--- config.mk ---
export PLATFORM = sky130hd
export DESIGN_NAME = alu_sequencer
export DESIGN_NICKNAME = d
export VERILOG_FILES = /design/src/rtl/alu_sequencer_pkg.sv /design/src/rtl/alu_sequencer_alu.sv /design/src/rtl/alu_sequencer.sv
export SDC_FILE = /design/constraint.sdc
export NUM_CORES = 1
export LEC_CHECK = 0
export CAP_MARGIN = 20
export CORE_MARGIN = 5
export CORE_UTILIZATION = 40
export CTS_CLUSTER_SIZE = 8
export DETAILED_ROUTE_END_ITERATION = 8
export HOLD_SLACK_MARGIN = 0.05
export PLACE_DENSITY = 0.64
export SLEW_MARGIN = 10
export SYNTH_ARGS = -nofsm -noshare
export SYNTH_HDL_FRONTEND = slang
export SYNTH_SLANG_ARGS = --single-unit
--- constraint.sdc ---
create_clock -name CLK -period 4.1 [get_ports CLK]
set_input_delay 0.615 -clock CLK [delete_from_list [all_inputs] [get_ports CLK]]
set_output_delay 0.615 -clock CLK [all_outputs]
set_load 0.005 [all_outputs]
--- src/rtl/alu_sequencer_pkg.sv ---
// Shared constants for the ALU sequencer: opcodes, ALU select codes, FSM states
// and the instruction layout.
package alu_sequencer_pkg;

  localparam logic [7:0] OP_LOADI = 8'h00;
  localparam logic [7:0] OP_MOV   = 8'h01;
  localparam logic [7:0] OP_ADD   = 8'h02;
  localparam logic [7:0] OP_SUB   = 8'h03;
  localparam logic [7:0] OP_AND   = 8'h04;
  localparam logic [7:0] OP_OR    = 8'h05;

  localparam logic [2:0] SEL_PASS = 3'b000;
  localparam logic [2:0] SEL_ADD  = 3'b001;
  localparam logic [2:0] SEL_AND  = 3'b010;
  localparam logic [2:0] SEL_OR   = 3'b011;

  typedef enum logic [1:0] {
    ST_IDLE = 2'd0,
    ST_EXEC = 2'd1,
    ST_WB   = 2'd2
  } state_e;

  typedef struct packed {
    logic [7:0] op;
    logic [7:0] dest;
    logic [7:0] src1;
    logic [7:0] src2;
  } instr_t;

  // loadi uses the low byte as an immediate, mov reads only SRC2.
  function automatic logic is_illegal(instr_t ins);
    logic bad;
    bad = (ins.op > OP_OR) || (ins.dest[7:3] != 5'd0);
    if ((ins.op != OP_LOADI) && (ins.op <= OP_OR)) begin
      if (ins.src2[7:3] != 5'd0) bad = 1'b1;
      if ((ins.op != OP_MOV) && (ins.src1[7:3] != 5'd0)) bad = 1'b1;
    end
    return bad;
  endfunction

endpackage

--- src/rtl/alu_sequencer_alu.sv ---
// 8-bit combinational ALU: pass DATA2, add, and, or. Results wrap modulo 256.
module alu_sequencer_alu
  import alu_sequencer_pkg::*;
(
  input  logic [7:0] DATA1,
  input  logic [7:0] DATA2,
  input  logic [2:0] SELECT,
  output logic [7:0] RESULT
);

  always_comb begin
    RESULT = 8'h00;
    case (SELECT)
      SEL_PASS: RESULT = DATA2;
      SEL_ADD:  RESULT = DATA1 + DATA2;
      SEL_AND:  RESULT = DATA1 & DATA2;
      SEL_OR:   RESULT = DATA1 | DATA2;
      default:  RESULT = 8'h00;
    endcase
  end

endmodule

--- src/rtl/alu_sequencer.sv ---
// Three-state instruction sequencer driving an 8-bit ALU and an 8-entry
// register file; one instruction every three cycles.
module alu_sequencer
  import alu_sequencer_pkg::*;
#(
  parameter int NUM_REGS = 8
) (
  input  logic        CLK,
  input  logic        RESET,
  input  logic [31:0] INSTR,
  input  logic        INSTR_VALID,
  output logic        INSTR_READY,
  output logic        WB_VALID,
  output logic [2:0]  WB_ADDR,
  output logic [7:0]  WB_DATA,
  output logic        ERROR,
  output logic        BUSY,
  output logic [7:0]  INSTR_COUNT
);

  state_e     state_q, state_d;
  instr_t     instr_q;
  logic [7:0] regs_q [NUM_REGS];
  logic       ready_en_q;
  logic       illegal_q;
  logic [2:0] wb_addr_q;
  logic [7:0] wb_data_q;
  logic [7:0] count_q;

  logic [7:0] rs1, rs2;
  logic [7:0] alu_data1, alu_data2, alu_result;
  logic [2:0] alu_sel;
  logic       exec_illegal;
  logic       handshake;

  assign rs1          = regs_q[instr_q.src1[2:0]];
  assign rs2          = regs_q[instr_q.src2[2:0]];
  assign exec_illegal = is_illegal(instr_q);
  assign handshake    = INSTR_VALID && INSTR_READY;

  always_ff @(posedge CLK or posedge RESET) begin
    if (RESET) state_q <= ST_IDLE;
    else       state_q <= state_d;
  end

  always_comb begin
    state_d = state_q;
    case (state_q)
      ST_IDLE: if (handshake) state_d = ST_EXEC;
      ST_EXEC: state_d = ST_WB;
      ST_WB:   state_d = ST_IDLE;
      default: state_d = ST_IDLE;
    endcase
  end

  // ready_en_q keeps INSTR_READY low until the first edge after reset releases.
  always_comb begin
    INSTR_READY = (state_q == ST_IDLE) && ready_en_q;
    BUSY        = (state_q != ST_IDLE);
    WB_VALID    = (state_q == ST_WB) && !illegal_q;
    ERROR       = (state_q == ST_WB) && illegal_q;
  end

  always_comb begin
    alu_sel   = SEL_PASS;
    alu_data1 = rs1;
    alu_data2 = 8'h00;
    case (instr_q.op)
      OP_LOADI: alu_data2 = instr_q.src2;
      OP_MOV:   alu_data2 = rs2;
      OP_ADD:   begin alu_sel = SEL_ADD; alu_data2 = rs2;          end
      OP_SUB:   begin alu_sel = SEL_ADD; alu_data2 = ~rs2 + 8'd1;  end
      OP_AND:   begin alu_sel = SEL_AND; alu_data2 = rs2;          end
      OP_OR:    begin alu_sel = SEL_OR;  alu_data2 = rs2;          end
      default:  alu_data2 = 8'h00;
    endcase
  end

  alu_sequencer_alu u_alu (
    .DATA1  (alu_data1),
    .DATA2  (alu_data2),
    .SELECT (alu_sel),
    .RESULT (alu_result)
  );

  // The WB outputs are loaded when a legal result leaves EXEC and otherwise hold.
  always_ff @(posedge CLK or posedge RESET) begin
    if (RESET) begin
      ready_en_q <= 1'b0;
      instr_q    <= '0;
      illegal_q  <= 1'b0;
      wb_addr_q  <= 3'd0;
      wb_data_q  <= 8'h00;
      count_q    <= 8'h00;
      for (int i = 0; i < NUM_REGS; i++) regs_q[i] <= 8'h00;
    end else begin
      ready_en_q <= 1'b1;
      if (handshake) instr_q <= INSTR;
      if (state_q == ST_EXEC) begin
        illegal_q <= exec_illegal;
        if (!exec_illegal) begin
          wb_addr_q <= instr_q.dest[2:0];
          wb_data_q <= alu_result;
        end
      end
      if (WB_VALID) begin
        regs_q[wb_addr_q] <= wb_data_q;
        count_q           <= count_q + 8'd1;
      end
    end
  end

  assign WB_ADDR     = wb_addr_q;
  assign WB_DATA     = wb_data_q;
  assign INSTR_COUNT = count_q;

endmodule

Word level (Yosys, flattened, before mapping) --
Index checks and enable logic that the tools add are counted.
Storage, ports and cells: bits in registers 119, memories kept 0, output and inout bits 23, bits in read-only memories 0, latch bits 0, word-level logic and storage cells 83, bits in writable memories 0, input bits 35
Operators by class: equality and inequality tests 12, add/sub/neg operators 3, multiplexer cells 17, bitwise gates (word level) 7, reduce and logical (&&, ||, !) cells 20, shift-type cells 0, div/mod/pow operators 0, magnitude comparators 6, multiply operators 0
Operator list (number):
- $bwmux W64 | 1
- $bmux W8 S3 | 2
- $mux W8 | 5
- $pmux W8 S4 | 1
- $demux W8 S3 | 1
- $pmux W8 S3 | 1
- $add A8 B1 Y8 const B | 2
- $eq A8 B2 Y1 const B | 2
- $eq A8 B3 Y1 const B | 2
- $reduce_bool A5 Y1 | 3
- $ge A4 B4 Y1 const B | 3
- $not A3 Y4 | 3
- $add A8 B8 Y8 | 1
- $and A8 B8 Y8 | 1
- $eq A8 B1 Y1 const B | 1
- $gt A8 B3 Y1 const B | 1
- $le A8 B3 Y1 const B | 1
- $logic_not A8 Y1 | 1
- $ne A8 B1 Y1 const B | 1
- $not A8 Y8 | 1
- $or A8 B8 Y8 | 1
- $reduce_bool A8 Y1 | 1
- $logic_and A1 B1 Y1 | 7
- $eq A2 B2 Y1 const B | 3
- 16 further kinds | 19

Logic depth before layout (Yosys ltp) --
Gate-level depths: netlist (run 1).
depth in word-level cells 9, gate-level depth with buffers 17, mapped depth without buffers 15

Cells and area by module --
A second synthesis (run 1) with hierarchy kept.
Unflattened totals: cells, all modules 493, area, all modules 6601.3 um2
By module, submodules not included:
- alu_sequencer | cells each 399, seq. area each 2977.9 um2, area an instance 5916.9 um2, times used 1
- alu_sequencer_alu | cells each 94, seq. area each 0.0 um2, area an instance 684.4 um2, times used 1

Worst setup path after synthesis (run 1) --
Ideal clock, no wire load.
kind register -> register, start register instr_q[8] (netlist bit), end register wb_data_q[6], in the netlist WB_DATA[6], data required time 4023 ps, library setup time 77 ps, arrival 3389 ps, slack 633 ps, buffers on the path 2, stages on the path, launching flop included 13, clock period less this slack 3467 ps, path through dfrtp_1 clkbuf_1 buf_2 mux4_2 mux2_2 ha_1 fa_1 a211oi_1 o21bai_1 a21oi_1 xnor2_1 a21oi_1 a21oi_1
On the way: word-level cells in the longest chain between the ends 6, elaborated cells between the ends (all ways) 8, classes of those cells add/sub: 1; mux: 4; bitwise: 3
Ends and longest elaborated chain:
- from (decl) | line alu_sequencer.sv:22 | instr_t instr_q;
- from (signal assigned) | line alu_sequencer.sv:90 | instr_q <= '0;
- from (signal assigned) | line alu_sequencer.sv:98 | if (handshake) instr_q <= INSTR;
- $not A3 Y4 (not written as such) * | line alu_sequencer.sv:36 | assign rs1 = regs_q[instr_q.src1[2:0]];
- $bmux W8 S3 * | line alu_sequencer.sv:36
- $mux W8 (not written as such) * (2 in a row) | line alu_sequencer.sv:36
- $add A8 B8 Y8, or another cell as far along | line alu_sequencer_alu.sv:15 | SEL_ADD: RESULT = DATA1 + DATA2;
- $pmux W8 S4 * | line alu_sequencer_alu.sv:13 | case (SELECT)
- to (signal assigned) | line alu_sequencer.sv:103 | wb_data_q <= alu_result;
- to (decl) | line alu_sequencer.sv:27 | logic [7:0] wb_data_q;
Mark *: on every way between the ends. The rest lies on a longest branch, timed or not. The select of a mux whose other input is x is not followed. A chain may end at the register's enable or synchronous reset.

Final worst setup path (run 1) --
start register instr_q[1] (netlist bit), end register wb_data_q[7], in the netlist WB_DATA[7]
On the way: word-level cells in the longest chain between the ends 9, elaborated cells between the ends (all ways) 11, classes of those cells add/sub: 2; mux: 5; bitwise: 4
Ends and longest elaborated chain:
- $not A3 Y4 (not written as such) | line alu_sequencer.sv:37 | assign rs2 = regs_q[instr_q.src2[2:0]];
- $bmux W8 S3 | line alu_sequencer.sv:37
- $mux W8 (not written as such) (2 in a row) | line alu_sequencer.sv:37
- $not A8 Y8 | line alu_sequencer.sv:72 | OP_SUB: begin alu_sel = SEL_ADD; alu_data2 = ~rs2 + 8'd1; end
- $add A8 B1 Y8 | line alu_sequencer.sv:72
- $pmux W8 S3 * | line alu_sequencer.sv:68 | case (instr_q.op)
- $add A8 B8 Y8, or another cell as far along | line alu_sequencer_alu.sv:15
- $pmux W8 S4 * | line alu_sequencer_alu.sv:13
Marked as above.

==> flow_metrics.py, run 1 <==
metrics = {
    "outcome": {
        "status": "complete, no violations",
    },
    "layout": {
        "nets": 650,
        "drive_gt1_frac": 0.312,
        "layout_commonest_cell": "dfrtp_1",
        "area_growth_pct": 22.4,
        "regArea_mm2": 0.00298,
        "multiInputGateArea_mm2": 0.00349,
        "nFillCells": 1469,
        "fin_cells": 829,
        "diodes": 0,
        "mostFrequentLayoutCells": "119 x dfrtp_1, 109 x mux2_2, 57 x clkdlybuf4s50_1, 25 x nor2_1, 23 x nand2_1",
    },
    "synth": {
        "syn_avg_cell_area_um2": 12.5,
        "synth_cells": 530,
        "synth_area_mm2": 0.00665,
        "ys_ff_latch": 119,
        "ys_types": 58,
        "synth_top_cell_area_share": 0.448,
        "synth_seq_area_share": 0.448,
        "synthArstFlopShare": 1.00,
        "yosysWarnings": 0,
        "synth_area_leaders": "dfrtp_1 45%, mux2_2 18%, mux4_2 7.5%, ha_1 3.4%, mux2i_1 2.9%",
        "synth_top_area_cell": "dfrtp_1",
        "ys_dominant_reg_cell": "dfrtp_1",
        "synth_edf_count": 0,
        "syn_nets": 584,
    },
    "drt": {
        "ant_nets": 0,
        "avgViaCountPerCell": 5.57,
        "routed_wl_mm": 16.9,
        "drt_iter0_drc": 304,
        "drc_errors": 0,
        "vias": 4615,
        "dr.pass1.iters": 5,
        "post_drt_wl_per_cell_um": 20.3,
    },
    "flow_run": {
        "maxCapViolCount": 0,
    },
    "sta": {
        "setup_tns_ns": 0,
        "clock_skew_ns": 0.00797,
        "tightest_slew_ns": 0.913,
        "min_period_ns": 3.70,
        "setup_violations": 0,
        "slew_headroom": 0.388,
        "fmax_ghz": 0.270,
        "hold_viol": 0,
        "drv_slew": 0,
        "post-route-period-util": 0.903,
        "fin_ws_ns": 0.398,
        "rsz0062_at_grt": "false",
    },
    "floorplanning": {
        "core-area_mm2": 0.0165,
        "die-width_um": 139,
        "num_io_pins": 58,
        "initial_core_util": 0.404,
        "die-area_mm2": 0.0193,
        "rows": 47,
        "fp.dieH_um": 139,
    },
    "power_and_ir_drop": {
        "power.density_mw_per_mm2": 425,
        "combinationalPowerShare": 0.151,
        "p_sw_w": 0.000904,
        "clockPowerShare": 0.452,
        "p_int_w": 0.00255,
        "peakVddDrop_uv": 301,
        "seqPwrFrac": 0.398,
        "leakagePower_nw": 3.63,
        "switching_share": 0.261,
    },
    "worst_setup_path": {
        "crit_path_frequent_cell": "mux2i_1",
        "max_stage_delay_ns": 0.55,
        "path_cells": "buf_4 > mux2i_1 > a2bb2oi_1 > nand2_1 > ha_1 > and2_4 > a31oi_1 > mux2i_1 > a21o_1 > ha_1 > o21a_1 > o21ai_0 > a21oi_1 > mux2i_1 > a221oi_1 > a21oi_1",
        "critPathTopFamily": "compound AO/OA/AOI/OAI gates",
        "critPathKind": "flip-flop to flip-flop",
        "cp_max_fo": 15,
        "critPathLaunchType": "flip-flop",
        "crit_buf_inv": 1,
        "crit_arrival_ns": 4.00,
        "slowest_stage": "dfrtp_1",
        "end_kind": "flip-flop",
        "cp.required_ns": 4.40,
    },
    "cts": {
        "clk_latency_ns": 0.42,
        "clock-sinks": 119,
        "cts_buffers": 17,
        "postCtsSetupBuffers": 0,
        "cts_buffer_depth": 2,
        "clkSlewWorstSetupHoldPaths_ns": 0.06,
        "cts_root_buf": "clkbuf_16",
        "cts_max_level": 4,
        "ctsResizeCount": 0,
        "cts_tree": "done",
        "cts_hold_buf": 0,
    },
    "placement": {
        "pre_cts_ws_ns": 0.447,
        "hpwl_mm": 12.3,
        "place_inst": 797,
        "portBuffers": 57,
        "globalplace.congestion": 0.899,
    },
    "global_routing": {
        "antenna_found_initial": 0,
        "grt.overflow.total": 0,
        "grt_max_degree": 64,
        "grt_pass1_wl_mm": 27.6,
        "grt.total_usage": 0.184,
        "grt_pass1_vias": 4921,
    },
    "min_path": {
        "hp-class": "flip-flop to flip-flop",
    },
}
power groups by stage:
| stage | Combinational (W) | Clock [W] | Sequential (W) |
|---|---|---|---|
| 2_1_floorplan | 0.000408 | 0 | 0.00132 |
| 3_3_place_gp | 0.000516 | 0 | 0.00139 |
| 3_5_place_dp | 0.000524 | 0 | 0.00140 |
| 4_1_cts | 0.000528 | 0.00160 | 0.00138 |
| 5_1_grt | 0.000572 | 0.00166 | 0.00139 |
| 6_report | 0.000520 | 0.00156 | 0.00137 |
area by class of cell:
class                      count  share of cell area
clock buffer                  22              0.0595
sequential                   119               0.366
tap                          220              0.0338
inverter                      17             0.00815
timing repair buffer          72              0.0855
clock inverter                10              0.0174
multi-input combinational    369               0.429
worst paths after layout:
kind                             endpoint           start  cells past startpoint  slack [ns]
max                            WB_DATA[7]      instr_q[1]                     16        0.40
min                        INSTR_COUNT[7]  INSTR_COUNT[7]                      1        0.47
max reg2reg                    WB_DATA[7]      instr_q[1]                     16        0.40
min reg2reg                INSTR_COUNT[7]  INSTR_COUNT[7]                      1        0.47
max in group asynchronous      regs_q[31]           RESET                      3        2.63
min in group asynchronous     instr_q[21]           RESET                      2        0.72
routing by layer:
layer	track usage	up-vias	routed length (um)
met2	0.296	134	8230
met5	0	-	0
met4	0.0515	0	218
met1	0.243	2335	7560
li1	-	2129	-
met3	0.0528	17	852
sequential cells by signal, indices dropped and copies added, names as in the netlist:
| register | cells |
|---|---|
| regs_q | 64 |
| instr_q | 32 |
| INSTR_COUNT | 8 |
| WB_DATA | 8 |
| WB_ADDR | 3 |
| state_q | 2 |
| illegal_q | 1 |
| ready_en_q | 1 |
synthesized netlist by cell type (2+ instances only):
cell type and count:
and3_1 2, nand3_1 10, nor2_1 25, and4_1 3
clkbuf_1 13, nand4_1 6, a22oi_1 2, o21ba_2 2
o22ai_1 3, mux4_2 22, nand2_1 23, mux4_1 5
nor3b_1 3, mux2i_1 19, buf_1 3, a2bb2oi_1 3
a211oi_1 4, o211ai_1 2, or3_1 2, a21o_1 5
xor2_1 6, o21bai_1 3, nor3_2 2, a221oi_1 2
a222oi_1 2, xnor2_1 9, nor2b_1 10, o21ai_0 13
ha_1 18, nand2b_1 3, o21a_1 4, buf_2 6
a21oi_1 18, buf_4 2, or4_1 2, inv_1 17
a31oi_1 3, dfrtp_1 119, nor4_1 2, nor3_1 6
mux2_2 109
cell families (layout without fill, tap and decap cells):
| family | after synthesis | in the layout | share of synthesized area |
|---|---|---|---|
| AND/OR/NAND/NOR | 106 | 106 | 0.0845 |
| flip-flops | 119 | 119 | 0.448 |
| AO/OA/AOI/OAI | 72 | 72 | 0.0719 |
| adder cells (fa/ha/maj) | 19 | 19 | 0.0369 |
| other | 1 | 1 | 0.000564 |
| multiplexers | 156 | 156 | 0.311 |
| XOR/XNOR | 15 | 15 | 0.0198 |
| buffers and inverters | 42 | 121 | 0.0271 |
stage by stage:
| stage | hold slack [ns] | instance area (um^2) | power (W) | util |
|---|---|---|---|---|
| floorplan | 0.447 | 6650 | 0.00173 | - |
| global placement | 0.463 | 7510 | 0.00191 | 0.456 |
| detailed placement | 0.465 | 7510 | 0.00192 | 0.456 |
| CTS | 0.475 | 8130 | 0.00350 | 0.494 |
| global route | 0.488 | 8130 | 0.00362 | 0.494 |
| finish | 0.468 | 8130 | 0.00346 | 0.494 |
Note: power is estimated with default switching activity, not from simulation.
==> inputs of run 2 (changes only) <==
--- a/config.mk
+++ b/config.mk
@@ -6,6 +6,7 @@
 export NUM_CORES = 1
 export LEC_CHECK = 0
 export CAP_MARGIN = 20
+export CORE_ASPECT_RATIO = 1.5
 export CORE_MARGIN = 5
 export CORE_UTILIZATION = 40
 export CTS_CLUSTER_SIZE = 8
==> flow_metrics.py, run 2 (synthesis gave the netlist of run 1 again) <==
metrics = {
    "drt": {
        "drt_iter0_drc": 305,
        "drc_errors": 0,
        "ant_nets": 0,
        "vias": 4610,
        "routed_wl_mm": 17.0,
        "avgViaCountPerCell": 5.66,
        "dr.pass1.iters": 8,
        "post_drt_wl_per_cell_um": 20.9,
    },
    "outcome": {
        "status": "complete, no violations",
    },
    "cts": {
        "cts_buffer_depth": 2,
        "ctsResizeCount": 0,
        "clk_latency_ns": 0.42,
        "postCtsSetupBuffers": 0,
        "clock-sinks": 119,
        "cts_max_level": 4,
        "cts_hold_buf": 0,
        "cts_root_buf": "clkbuf_16",
        "cts_tree": "done",
        "clkSlewWorstSetupHoldPaths_ns": 0.06,
        "cts_buffers": 17,
    },
    "placement": {
        "globalplace.congestion": 0.890,
        "hpwl_mm": 12.6,
        "portBuffers": 57,
    },
    "power_and_ir_drop": {
        "leakagePower_nw": 3.61,
        "power.density_mw_per_mm2": 418,
        "power_w": 0.00337,
        "peakVddDrop_uv": 284,
    },
    "layout": {
        "layout_commonest_cell": "dfrtp_1",
        "area_growth_pct": 21.5,
        "drive_gt1_frac": 0.312,
        "mostFrequentLayoutCells": "119 x dfrtp_1, 109 x mux2_2, 57 x clkdlybuf4s50_1, 25 x nor2_1, 23 x nand2_1",
        "nFillCells": 1443,
        "top_register": "regs_q",
        "diodes": 0,
        "largest_reg_flops": 64,
        "largestRegisters": "regs_q: 64 flops, instr_q: 32 flops",
        "nets": 650,
    },
    "sta": {
        "hold_viol": 0,
        "post-route-period-util": 0.930,
        "fmax_ghz": 0.262,
        "tightest_slew_ns": 0.804,
        "rsz0062_at_grt": "false",
        "slew_headroom": 0.464,
        "min_period_ns": 3.81,
        "drv_slew": 0,
        "clock_skew_ns": 0.0159,
        "setup_violations": 0,
        "setup_tns_ns": 0,
    },
    "global_routing": {
        "grt_max_degree": 62,
        "grt_pass1_vias": 4833,
        "antenna_found_initial": 0,
        "grt_pass1_wl_mm": 27.4,
        "grt.overflow.total": 0,
        "grt.total_usage": 0.184,
    },
    "floorplanning": {
        "initial_core_util": 0.409,
        "core-area_mm2": 0.0163,
        "fp.dieH_um": 168,
        "num_io_pins": 58,
        "die-area_mm2": 0.0193,
        "rows": 57,
        "die-width_um": 115,
    },
    "worst_setup_path": {
        "critPathKind": "flip-flop to flip-flop",
        "crit_arrival_ns": 4.10,
        "cp.required_ns": 4.39,
        "cp_max_fo": 12,
        "end_kind": "flip-flop",
        "critPathLaunchType": "flip-flop",
    },
    "min_path": {
        "hp-class": "flip-flop to flip-flop",
    },
    "flow_run": {
        "maxCapViolCount": 0,
    },
}
-- run 2: path summary, 6_finish.rpt --
check / from / endpoint / slack [ns] / cells past startpoint
max: instr_q[0] / WB_DATA[7] / 0.29 / 13
min: INSTR_COUNT[7] / INSTR_COUNT[7] / 0.48 / 1
max reg2reg: instr_q[0] / WB_DATA[7] / 0.29 / 13
min reg2reg: INSTR_COUNT[7] / INSTR_COUNT[7] / 0.48 / 1
max in group asynchronous: RESET / regs_q[61] / 2.59 / 3
min in group asynchronous: RESET / instr_q[11] / 0.70 / 2
-- run 2: worst max-delay path, stage by stage (launching register included) --
cell	delay (ns)
dfrtp_1	0.62
buf_4	0.27
mux4_2	0.54
mux2i_4	0.27
a2bb2oi_1	0.23
o21a_1	0.17
inv_1	0.05
ha_1	0.35
and3_1	0.19
o21ai_0	0.31
a21oi_1	0.18
mux2i_1	0.15
a221oi_1	0.26
a21oi_1	0.11
-- run 2: per-stage QoR --
step                instances  area, um^2  utilization  hold slack (ns)  setup WS (ns)
finish                    815        8080        0.497            0.478          0.287
floorplan                 530        6650            -            0.447          0.328
global route              815        8080        0.497            0.521         0.0330
detailed placement        783        7490        0.461            0.473          0.355
CTS                       815        8080        0.497            0.482          0.334
global placement          783        7490        0.461            0.458          0.490
-- run 2: cell type report --
type / instances / area (um^2) / share of cell area
inverter: 17 / 66.3 / 0.00821
timing repair buffer: 72 / 696 / 0.0861
tap: 206 / 258 / 0.0319
multi-input combinational: 369 / 3490 / 0.432
clock buffer: 19 / 453 / 0.0561
clock inverter: 13 / 133 / 0.0164
sequential: 119 / 2980 / 0.369
-- run 2: layer usage --
metal / part of all wire / vias up / global-route usage
met3: 0.046 / 31 / 0.0406
met4: 0.031 / 0 / 0.0771
met1: 0.39 / 2334 / 0.221
met2: 0.53 / 130 / 0.316
li1: - / 2115 / -
met5: 0 / - / 0
-- run 2: report_power, final --
group	switching, W	internal (W)	total (W)	leakage (nW)
Sequential	0.000122	0.00125	0.00138	1.58
Clock	0.000592	0.000881	0.00147	0.276
Combinational	0.000246	0.000277	0.000523	1.75
Total	0.000960	0.00241	0.00337	3.61
==> inputs of run 3 (changes only) <==
--- a/config.mk
+++ b/config.mk
@@ -12,7 +12,7 @@
 export CTS_CLUSTER_SIZE = 8
 export DETAILED_ROUTE_END_ITERATION = 8
 export HOLD_SLACK_MARGIN = 0.05
-export PLACE_DENSITY = 0.64
+export PLACE_DENSITY_LB_ADDON = 0.2
 export SLEW_MARGIN = 10
 export SYNTH_ARGS = -nofsm -noshare
 export SYNTH_HDL_FRONTEND = slang
==> flow_metrics.py, run 3 (synthesis gave the netlist of run 1 again) <==
metrics = {
    "outcome": {
        "status": "complete, no violations",
    },
    "floorplanning": {
        "die-width_um": 115,
        "initial_core_util": 0.409,
        "fp.dieH_um": 168,
        "rows": 57,
        "die-area_mm2": 0.0193,
        "core-area_mm2": 0.0163,
        "num_io_pins": 58,
    },
    "placement": {
        "portBuffers": 57,
        "hpwl_mm": 12.7,
        "globalplace.congestion": 0.875,
    },
    "min_path": {
        "hp-class": "flip-flop to flip-flop",
        "min_path_cells": 1,
    },
    "worst_setup_path": {
        "critPathLaunchType": "flip-flop",
        "slowest_stage": "mux4_1",
        "critPathKind": "flip-flop to flip-flop",
        "cp_max_fo": 11,
        "reg2reg_slack_ns": 0.30,
        "end_kind": "flip-flop",
        "cp.depth": 12,
        "max_stage_delay_ns": 0.63,
        "r2r_cells": 12,
        "crit_buf_inv": 0,
        "critPathTopFamily": "compound AO/OA/AOI/OAI gates",
        "cp.required_ns": 4.39,
        "crit_arrival_ns": 4.09,
        "path_cells": "mux4_1 > mux2i_1 > ha_1 > a22oi_1 > o21ai_0 > ha_1 > and3_1 > o21ai_0 > a21oi_1 > mux2i_1 > a221oi_1 > a21oi_1",
    },
    "global_routing": {
        "grt_max_degree": 46,
        "grt_pass1_vias": 5063,
        "antenna_found_initial": 0,
        "grt.total_usage": 0.189,
        "grt_pass1_wl_mm": 27.9,
        "grt.overflow.total": 0,
    },
    "layout": {
        "largestRegisters": "regs_q: 64 flops, instr_q: 32 flops",
        "mostFrequentLayoutCells": "119 x dfrtp_1, 109 x mux2_2, 57 x clkdlybuf4s50_1, 25 x nor2_1, 23 x nand2_1",
        "largest_reg_flops": 64,
        "multiInputGateArea_mm2": 0.00349,
        "regArea_mm2": 0.00298,
        "diodes": 0,
        "drive_gt1_frac": 0.314,
        "nFillCells": 1442,
        "top_register": "regs_q",
        "layout_commonest_cell": "dfrtp_1",
        "area_growth_pct": 22.4,
        "nets": 652,
    },
    "cts": {
        "clock-sinks": 119,
        "cts_buffers": 17,
        "clk_latency_ns": 0.42,
        "cts_hold_buf": 0,
        "cts_root_buf": "clkbuf_16",
        "clkSlewWorstSetupHoldPaths_ns": 0.06,
        "cts_buffer_depth": 2,
        "cts_tree": "done",
        "postCtsSetupBuffers": 0,
        "ctsResizeCount": 0,
        "cts_max_level": 4,
    },
    "sta": {
        "slew_headroom": 0.401,
        "drv_slew": 0,
        "holdWs_ns": 0.472,
        "rsz0062_at_grt": "false",
        "min_period_ns": 3.80,
        "tightest_slew_ns": 0.899,
        "hold_viol": 0,
        "setup_violations": 0,
        "post-route-period-util": 0.927,
        "clock_skew_ns": 0.00716,
        "fmax_ghz": 0.263,
        "setup_tns_ns": 0,
    },
    "drt": {
        "drt_iter0_drc": 339,
        "routed_wl_mm": 17.1,
        "drc_errors": 0,
        "dr.pass1.iters": 7,
        "post_drt_wl_per_cell_um": 20.9,
        "vias": 4676,
        "ant_nets": 0,
        "avgViaCountPerCell": 5.72,
    },
    "power_and_ir_drop": {
        "peakVddDrop_uv": 223,
        "leakagePower_nw": 3.65,
        "power.density_mw_per_mm2": 432,
    },
    "flow_run": {
        "maxCapViolCount": 0,
    },
}
run 3: cell count changes in the layout (fill, tap and decap cells not counted), sizes merged:
cell / previous run / this run
inv: 23 / 17
bufinv: 1 / 4
clkinv: 2 / 5
buf: 15 / 17
clkbuf: 19 / 21
clkinvlp: 4 / 2
run 3: area by class of cell:
cell class | instances | share of cell area
timing repair buffer | 74 | 0.0858
multi-input combinational | 369 | 0.429
inverter | 17 | 0.00815
clock inverter | 11 | 0.0211
sequential | 119 | 0.366
clock buffer | 21 | 0.0578
tap | 206 | 0.0317
run 3: worst paths after layout:
| kind | from | to |
|---|---|---|
| worst min register to register | INSTR_COUNT[7] | INSTR_COUNT[7] |
| max in group asynchronous | RESET | instr_q[22] |
| worst min-delay path | INSTR_COUNT[7] | INSTR_COUNT[7] |
| worst max register to register | instr_q[0] | WB_DATA[7] |
| worst max-delay path | instr_q[0] | WB_DATA[7] |
| min in group asynchronous | RESET | instr_q[16] |
run 3: worst reg2reg max path: stages, from the launching register on:
cell	delay [ns]
dfrtp_1	0.57
mux4_1	0.63
mux2i_1	0.21
ha_1	0.27
a22oi_1	0.15
o21ai_0	0.26
ha_1	0.37
and3_1	0.19
o21ai_0	0.34
a21oi_1	0.18
mux2i_1	0.15
a221oi_1	0.24
a21oi_1	0.12
run 3: per-layer routing:
layer / track usage / part of all wire
met5: 0 / 0
met3: 0.0424 / 0.041
met2: 0.320 / 0.52
met4: 0.0970 / 0.042
met1: 0.221 / 0.40
run 3: report_power, final:
group	internal, W	switching, W
clock	0.00106	0.000546
combinational	0.000279	0.000242
sequential	0.00125	0.000126
total	0.00260	0.000914
run 3: through the flow:
step	instance area [um^2]	setup WS, ns	total power [W]	instances	utilization
after global routing	8140	0.0193	0.00367	817	0.500
final	8140	0.299	0.00351	817	0.500
after detailed placement	7490	0.387	0.00193	785	0.461
after floorplan	6650	0.328	0.00173	530	-
after global placement	7490	0.420	0.00192	785	0.461
after CTS	8140	0.370	0.00356	817	0.500
